==> src/rtl/multiport_reg_file_pkg.sv <==
// ---------------------------------------------------------------------------
// definitions : shared widths and the register-file state type
// Revision 1.0
// ---------------------------------------------------------------------------
`default_nettype none

package definitions;
  localparam int DATA_WIDTH = 8;
  localparam int REG_WIDTH  = 4;

  typedef enum logic [0:0] {
    RF_CLEAR = 1'b0,
    RF_IDLE  = 1'b1
  } rf_state_t;
endpackage

`default_nettype wire

==> src/rtl/multiport_reg_file_clear_sequencer.sv <==
// ---------------------------------------------------------------------------
// rf_clear_sequencer : owns the clear sweep, ready and dropped-write flags
// Revision 1.0
// ---------------------------------------------------------------------------
`default_nettype none

module rf_clear_sequencer
  import definitions::*;
#(
  parameter int REG_WIDTH = definitions::REG_WIDTH
) (
  input  logic                 _CLK,
  input  logic                 _RST,
  input  logic                 _clear,
  input  logic                 anyWrite,
  output logic                 clrEn,
  output logic [REG_WIDTH-1:0] clrIdx,
  output logic                 ready,
  output logic                 writeDropped
);

  localparam logic [REG_WIDTH-1:0] c_ONE  = {{(REG_WIDTH-1){1'b0}}, 1'b1};
  localparam logic [REG_WIDTH-1:0] c_LAST = {REG_WIDTH{1'b1}};

  rf_state_t            r_state;
  logic [REG_WIDTH-1:0] r_clrIdx;
  logic                 r_ready;
  logic                 r_writeDropped;

  always_ff @(posedge _CLK) begin
    if (_RST) begin
      r_state        <= RF_CLEAR;
      r_clrIdx       <= '0;
      r_ready        <= 1'b0;
      r_writeDropped <= 1'b0;
    end else begin
      case (r_state)
        RF_CLEAR: begin
          r_clrIdx       <= r_clrIdx + c_ONE;
          r_writeDropped <= anyWrite;
          if (r_clrIdx == c_LAST) begin
            r_state <= RF_IDLE;
            r_ready <= 1'b1;
          end
        end
        default: begin
          r_writeDropped <= 1'b0;
          if (_clear) begin
            r_state  <= RF_CLEAR;
            r_clrIdx <= '0;
            r_ready  <= 1'b0;
          end
        end
      endcase
    end
  end

  assign clrEn        = (r_state == RF_CLEAR);
  assign clrIdx       = r_clrIdx;
  assign ready        = r_ready;
  assign writeDropped = r_writeDropped;

endmodule

`default_nettype wire

==> src/rtl/multiport_reg_file.sv <==
// ---------------------------------------------------------------------------
// multiport_reg_file : N-read / M-write register file with sweep clear
// Revision 1.0
// ---------------------------------------------------------------------------
`default_nettype none

module multiport_reg_file
  import definitions::*;
#(
  parameter int DATA_WIDTH = definitions::DATA_WIDTH,
  parameter int REG_WIDTH  = definitions::REG_WIDTH,
  parameter int NUM_READ   = 2,
  parameter int NUM_WRITE  = 1,
  parameter int ZERO_REG   = 1,
  parameter int BYPASS     = 1
) (
  input  logic                            _CLK,
  input  logic                            _RST,
  input  logic                            _clear,
  input  logic [NUM_WRITE-1:0]            _regWrite,
  input  logic [NUM_WRITE*REG_WIDTH-1:0]  _regDest,
  input  logic [NUM_WRITE*DATA_WIDTH-1:0] _writeVal,
  input  logic [NUM_READ*REG_WIDTH-1:0]   _regSrc,
  output logic [NUM_READ*DATA_WIDTH-1:0]  values,
  output logic                            ready,
  output logic                            writeDropped
);

  localparam int c_DEPTH = 2**REG_WIDTH;

  logic [DATA_WIDTH-1:0] r_regs [c_DEPTH];
  logic                  w_clrEn;
  logic [REG_WIDTH-1:0]  w_clrIdx;
  logic                  w_anyWrite;

  assign w_anyWrite = |_regWrite;

  rf_clear_sequencer #(
    .REG_WIDTH (REG_WIDTH)
  ) u_seq (
    ._CLK         (_CLK),
    ._RST         (_RST),
    ._clear       (_clear),
    .anyWrite     (w_anyWrite),
    .clrEn        (w_clrEn),
    .clrIdx       (w_clrIdx),
    .ready        (ready),
    .writeDropped (writeDropped)
  );

  // No reset on the array itself; the sweep zeroes it one entry per cycle.
  // Later ports are visited last so the highest index wins an address clash.
  always_ff @(posedge _CLK) begin
    if (w_clrEn) begin
      r_regs[w_clrIdx] <= '0;
    end else if (!_RST) begin
      for (int i = 0; i < NUM_WRITE; i++) begin
        if (_regWrite[i] &&
            !((ZERO_REG != 0) && (_regDest[i*REG_WIDTH +: REG_WIDTH] == '0))) begin
          r_regs[_regDest[i*REG_WIDTH +: REG_WIDTH]] <= _writeVal[i*DATA_WIDTH +: DATA_WIDTH];
        end
      end
    end
  end

  for (genvar r = 0; r < NUM_READ; r++) begin : g_read
    logic [REG_WIDTH-1:0]  w_src;
    logic [DATA_WIDTH-1:0] w_rd;

    assign w_src = _regSrc[r*REG_WIDTH +: REG_WIDTH];

    always_comb begin
      w_rd = r_regs[w_src];
      if (BYPASS != 0) begin
        for (int j = 0; j < NUM_WRITE; j++) begin
          if (_regWrite[j] && (_regDest[j*REG_WIDTH +: REG_WIDTH] == w_src)) begin
            w_rd = _writeVal[j*DATA_WIDTH +: DATA_WIDTH];
          end
        end
      end
      if (w_clrEn || ((ZERO_REG != 0) && (w_src == '0))) begin
        w_rd = '0;
      end
    end

    assign values[r*DATA_WIDTH +: DATA_WIDTH] = w_rd;
  end

endmodule

`default_nettype wire

==> config.mk <==
export PLATFORM = sky130hd
export DESIGN_NAME = multiport_reg_file
export DESIGN_NICKNAME = d
export VERILOG_FILES = /design/src/rtl/multiport_reg_file_pkg.sv /design/src/rtl/multiport_reg_file_clear_sequencer.sv /design/src/rtl/multiport_reg_file.sv
export SDC_FILE = /design/constraint.sdc
export NUM_CORES = 1
export LEC_CHECK = 0
export CAP_MARGIN = 15
export CELL_PAD_IN_SITES_DETAIL_PLACEMENT = 0
export CELL_PAD_IN_SITES_GLOBAL_PLACEMENT = 1
export CORE_UTILIZATION = 55
export CTS_BUF_LIST = sky130_fd_sc_hd__clkbuf_2
export CTS_CLUSTER_DIAMETER = 40
export DETAILED_ROUTE_END_ITERATION = 7
export PLACE_DENSITY_LB_ADDON = 0.1
export SYNTH_ARGS = -nofsm -noshare
export SYNTH_HDL_FRONTEND = slang
export SYNTH_SLANG_ARGS = --single-unit
==> constraint.sdc <==
create_clock -name _CLK -period 5 [get_ports _CLK]
set_input_delay 1.5 -clock _CLK [delete_from_list [all_inputs] [get_ports _CLK]]
set_output_delay 1.5 -clock _CLK [all_outputs]
set_load 0.005 [all_outputs]
* Word level (Yosys, flattened, before mapping)
Memories as Yosys holds them, arrays and structs flattened. Index checks and enable logic that the tools add are counted.
Operators by class: $add $sub $neg 1, multipliers 0, divide/modulo/power cells 0, magnitude comparators 0, equality and inequality tests 4, shift operators 0, mux-type cells 20, bitwise gates (word level) 1, reductions and logical operators 13
Operator list (count):
- 8-bit 2-to-1 mux | 5
- 4-bit logical NOT | 3
- 1-bit 2-to-1 mux | 12
- 4-bit 2-to-1 mux | 3
- 4-bit equality test | 2
- 8-bit OR reduction | 1
- 4-bit by 1-bit adder with 4-bit output (second input constant) | 1
- 4-bit equality test (second input constant) | 1
- 1-bit logical AND | 3
- 1-bit logical OR | 2
- 2-bit != test (second input constant) | 1
- 2-bit AND reduction | 1
- 2-bit nonzero test | 1
- 2-bit OR reduction | 1
- 1-bit logical NOT | 1
- 1-bit NOT | 1
Word-level totals: register bits 7, bits in latches 0, memory bits (writable) 128, bits in read-only memories 0, word-level logic and storage cells 44, memories 1
Memory list:
- r_regs | words 16, bits a word 8, rd ports 2, clocked after memory_dff 0, write ports 1, line multiport_reg_file.sv:31 | logic [DATA_WIDTH-1:0] r_regs [c_DEPTH];

* Depth between registers and ports, before layout
depth after elaboration 9, depth in mapped cells 7

* Cells and area by module
A second synthesis with hierarchy kept.
Second synthesis, totals: cell total of the unflattened synthesis 395, area total of the unflattened synthesis 6862.8 µm²
Modules (own cells, without submodules):
- multiport_reg_file | instances 1, cells an instance 361, area an instance 6567.5 µm², sequential area each 3843.7 µm²
- rf_clear_sequencer | instances 1, cells an instance 34, area an instance 295.3 µm², sequential area each 140.1 µm²

* Worst setup path before layout
No wires, ideal clock.
path type input port to output port, start point in _regSrc[0], end point out values[1], arrival time 2.817 ns, data required time 3.500 ns, setup slack 0.683 ns, stages on the path 5, buffers on the path 2, path through buf_2 > buf_2 > mux4_2 > a211oi_1 > a31oi_1
Between the ends: cells in the longest elaborated chain, start to end 4, elaborated cells between the ends (all ways) 7, those cells by class 1 x eq/ne; 2 x mux; 3 x reduce/logical; 1 x memory
Ends and longest elaborated chain:
- start, declared | line multiport_reg_file.sv:23 | input logic [NUM_READ*REG_WIDTH-1:0] _regSrc,
- branches (longest 3 deep; another with memory read 16 x 8 bit)
- 8-bit 2-to-1 mux (*) | line multiport_reg_file.sv:81 | if (w_clrEn || ((ZERO_REG != 0) && (w_src == '0))) begin
- end, declared | line multiport_reg_file.sv:24 | output logic [NUM_READ*DATA_WIDTH-1:0] values,
Every way passes the cells marked *.

* Final worst setup path
start point in _regSrc[1], end point out values[5]
The elaborated chain is that of the path after synthesis.

==> results.txt <==
The cell at the root of the clock tree was clkbuf_2. The number of rows in the core area was 40. Global routing finished with a remaining overflow of 0.

The floorplan step defined a die boundary enclosing 0.0128 sq mm. The setup slack of the critical path after layout is 0.0389 ns. After clock tree synthesis, the flow added hold-fix buffers numbering 0. Hold is met by 0.489 ns. The post-route DRC violation count was 0. Summed over all layers, the routed wires come to 19.0 mm.

Setup violations remaining at the end of the flow were counted as 0. The tree built by TritonCTS fans out to 135 sinks. The run gives 2.81 nW as the reported leakage power. Synthesis produced a netlist with a net count of 490. The relative slew slack came out at 0.401. Clock period minus final worst setup slack: 4.96 ns. On the critical path, the stage with the largest delay is an instance of or3b_4. The worst setup path is of the in -> out kind. Prior to clock tree synthesis, the placed netlist has a worst setup slack of -0.398 ns. The synthesized design contains 135 register bits. TritonCTS built the clock tree. In the synthesized netlist, the number of instances is 465.

The largest fanout on the critical path works out to 5. For this run, the number of standard cells in the final layout without fillers is 723. Each instance of the synthesized netlist takes up on average 14.6 sq um. The worst setup path is launched from a primary input.

The logs give 0 for the final count of pins violating max slew and 13.1 mm for the sum of net half-perimeters after detailed placement. The required time at the endpoint of the critical path was 3.50 ns; the maximum resistive drop on vdd was 0.000216 V. The growth of design area from synthesis to finish is 22.8%, and the fraction of final layout cells sized beyond drive strength 1 is 0.342.

The run gives 0.566 as the initial core utilization. The initial antenna violation count was 0. The post-detailed-route via-to-cell ratio came out at 6.77. The vertical die dimension was 113 um; the number of maximum-capacitance constraint violations was 0. The placed cell count is 675.

In this run, CTS created clock tree buffers numbering 17. The worst setup path is captured at a primary output. The cell seen most often among critical-path stages was buf_4.

The run gives 5 as the number of search-and-repair iterations in the first detailed-routing pass. The final critical-path share of the clock period was 0.992; the count of antenna diodes in the layout was 0. In the final timing run, aggregate negative setup slack is 0 ns.

The region available for standard cell placement spans 0.0120 sq mm. The clock edge transition at the registers on the reported setup and hold paths works out to 0.20 ns. In this run the worst hold path is classified as reg -> reg. The proportion of register bits with asynchronous set or reset after synthesis is 0, and the clock tree buffer depth is 2. Final count of hold timing violations: 0.

The Yosys step of the flow raised 0 warnings. In this run the cell area of the synthesized design comes to 0.00680 sq mm. Walking the worst path, the cells encountered are clkdlybuf4s50_1, buf_6, buf_4, or3b_4, buf_4, o22ai_2, a211oi_1, a31oi_1, clkdlybuf4s15_1. The chip width works out to 113 um.

In this run, synthesis inferred 128 flip-flops with an integrated enable. For the share of the core filled with cells, the log shows 0.696. Leaving out fill and tap cells, the most frequent cell in the layout is edfxtp_1.

At the pin with the least slew margin, the transition time is 0.895 ns. The worst stage delay on the critical path is 0.42 ns, and the number of top-level pins is 42. Layout net count: 589. Setup repair after global routing left no endpoint under its margin.

The run finished with clean final reports. Once detail routing completed, the nets flagged for antenna violations numbered 0. Data on the critical path arrives at its endpoint at 3.46 ns. The number of global-route vias before repair is 4,882, and the fraction of the yosys area taken by sequential cells is 0.586.

The final clock skew is 0.0596 ns. Entering global routing, the biggest net connects 31 pins. In this run the power density over the cells is 272 mW/mm^2. The tools report the global-route wire length before repair as 28.6 mm. Average wire per cell in the routed design: 26.3 um. The dominant register cell in the synthesized netlist is edfxtp_1. The weighted congestion reported at the end of routability-driven placement came out at 0.927. For this run, the top clock speed supported by timing is 202 MHz. Buffers placed on the I/O ports in this run total 41. For this block, the initial DRC count from the detailed router was 502. The H-tree generated during clock tree synthesis spans 4 levels. The top cell types in the final layout, fill and taps aside, are 128 x edfxtp_1, 64 x buf_4, 60 x mux2i_1. The count of vias placed by the detailed router is 4,892. For the overall fraction of global-route tracks in use, the log shows 0.317. In this run, distinct cell masters in the synthesized netlist total 42. The insertion delay to the later sink of the worst-skew pair is 0.78 ns.
[metal layers]
layer  up-vias  GRT usage  part of all wire
met3        51     0.0707             0.081
li1       2107          -                 -
met5         -          0                 0
met4         0      0.145             0.035
met2       267      0.501              0.48
met1      2467      0.425              0.40
[stage by stage]
stage          power (mW)  cell area [sq um]
4_1_cts              2.27               8320
2_1_floorplan        1.43               6800
6_report             2.27               8360
3_3_place_gp         1.53               7730
5_1_grt              2.34               8360
3_5_place_dp         1.53               7730
[cells in the mapped netlist, types with 5 or more instances]
cell type	instances	share of area
a31oi_1	17	0.016
xnor2_1	8	0.010
a211oi_1	17	0.019
o31ai_1	16	0.018
dfxtp_1	7	0.021
edfxtp_1	128	0.57
nor2b_1	5	0.0046
a21oi_1	5	0.0037
mux2i_1	65	0.096
o22ai_1	33	0.030
mux4_2	32	0.11
nand3_1	18	0.013
buf_2	15	0.011
nand2_1	5	0.0028
clkbuf_1	15	0.0083
nor2_1	20	0.011
and2_1	8	0.0074
[kinds of logic after synthesis]
kind of cell | count (synthesis) | share of synthesized area
adders and majority gates | 1 | 0.00184
muxes | 99 | 0.205
DFF | 135 | 0.586
xor gates and xnor gates | 8 | 0.0103
and+or+nand+nor | 82 | 0.0677
AOI/OAI and AO/OA | 97 | 0.0993
buffers and inverters | 43 | 0.0303
[path summary, 6_finish.rpt]
check	cells after the start	endpoint	from	slack, ns
worst max-delay path	9	values[5]	_regSrc[1]	0.04
worst min register to register	2	u_seq.ready	u_seq.ready	0.49
worst min-delay path	2	u_seq.ready	u_seq.ready	0.49
worst max register to register	3	r_regs[3][7]	u_seq.r_state	2.38
[final cells by class]
class,count,area [sq um]
Clock buffer,18,90.1
Clock inverter,13,166
Fill cell,849,3660
Inverter,4,15.0
Multi-Input combinational cell,287,2840
Sequential cell,135,3980
Tap cell,147,184
Timing Repair Buffer,119,1080
[power breakdown]
part | switching, mW | internal [mW] | total (mW)
Sequential | 0.0176 | 1.25 | 1.27
Combinational | 0.149 | 0.133 | 0.282
Clock | 0.437 | 0.286 | 0.722
[sequential cells by signal, indices dropped and copies added, names as in the netlist]
name / cells
u_seq.clrIdx: 4
u_seq.writeDropped: 1
u_seq.ready: 1
u_seq.r_state: 1
r_regs: 128
[repair_timing]
item | CTS | global route
setup buffers | 14 | 2
gates resized for setup | 66 | 22
setup endpoints to repair | 16 | 8
gates cloned | 1 | 0
pin swaps | 15 | 4
[critical path, delay by kind of cell]
kind | cells | cell delay (ns)
AO/OA/AOI/OAI | 3 | 0.43
buffers and inverters | 5 | 1.12
AND/OR/NAND/NOR | 1 | 0.42
(Power assumes the default switching activity.)
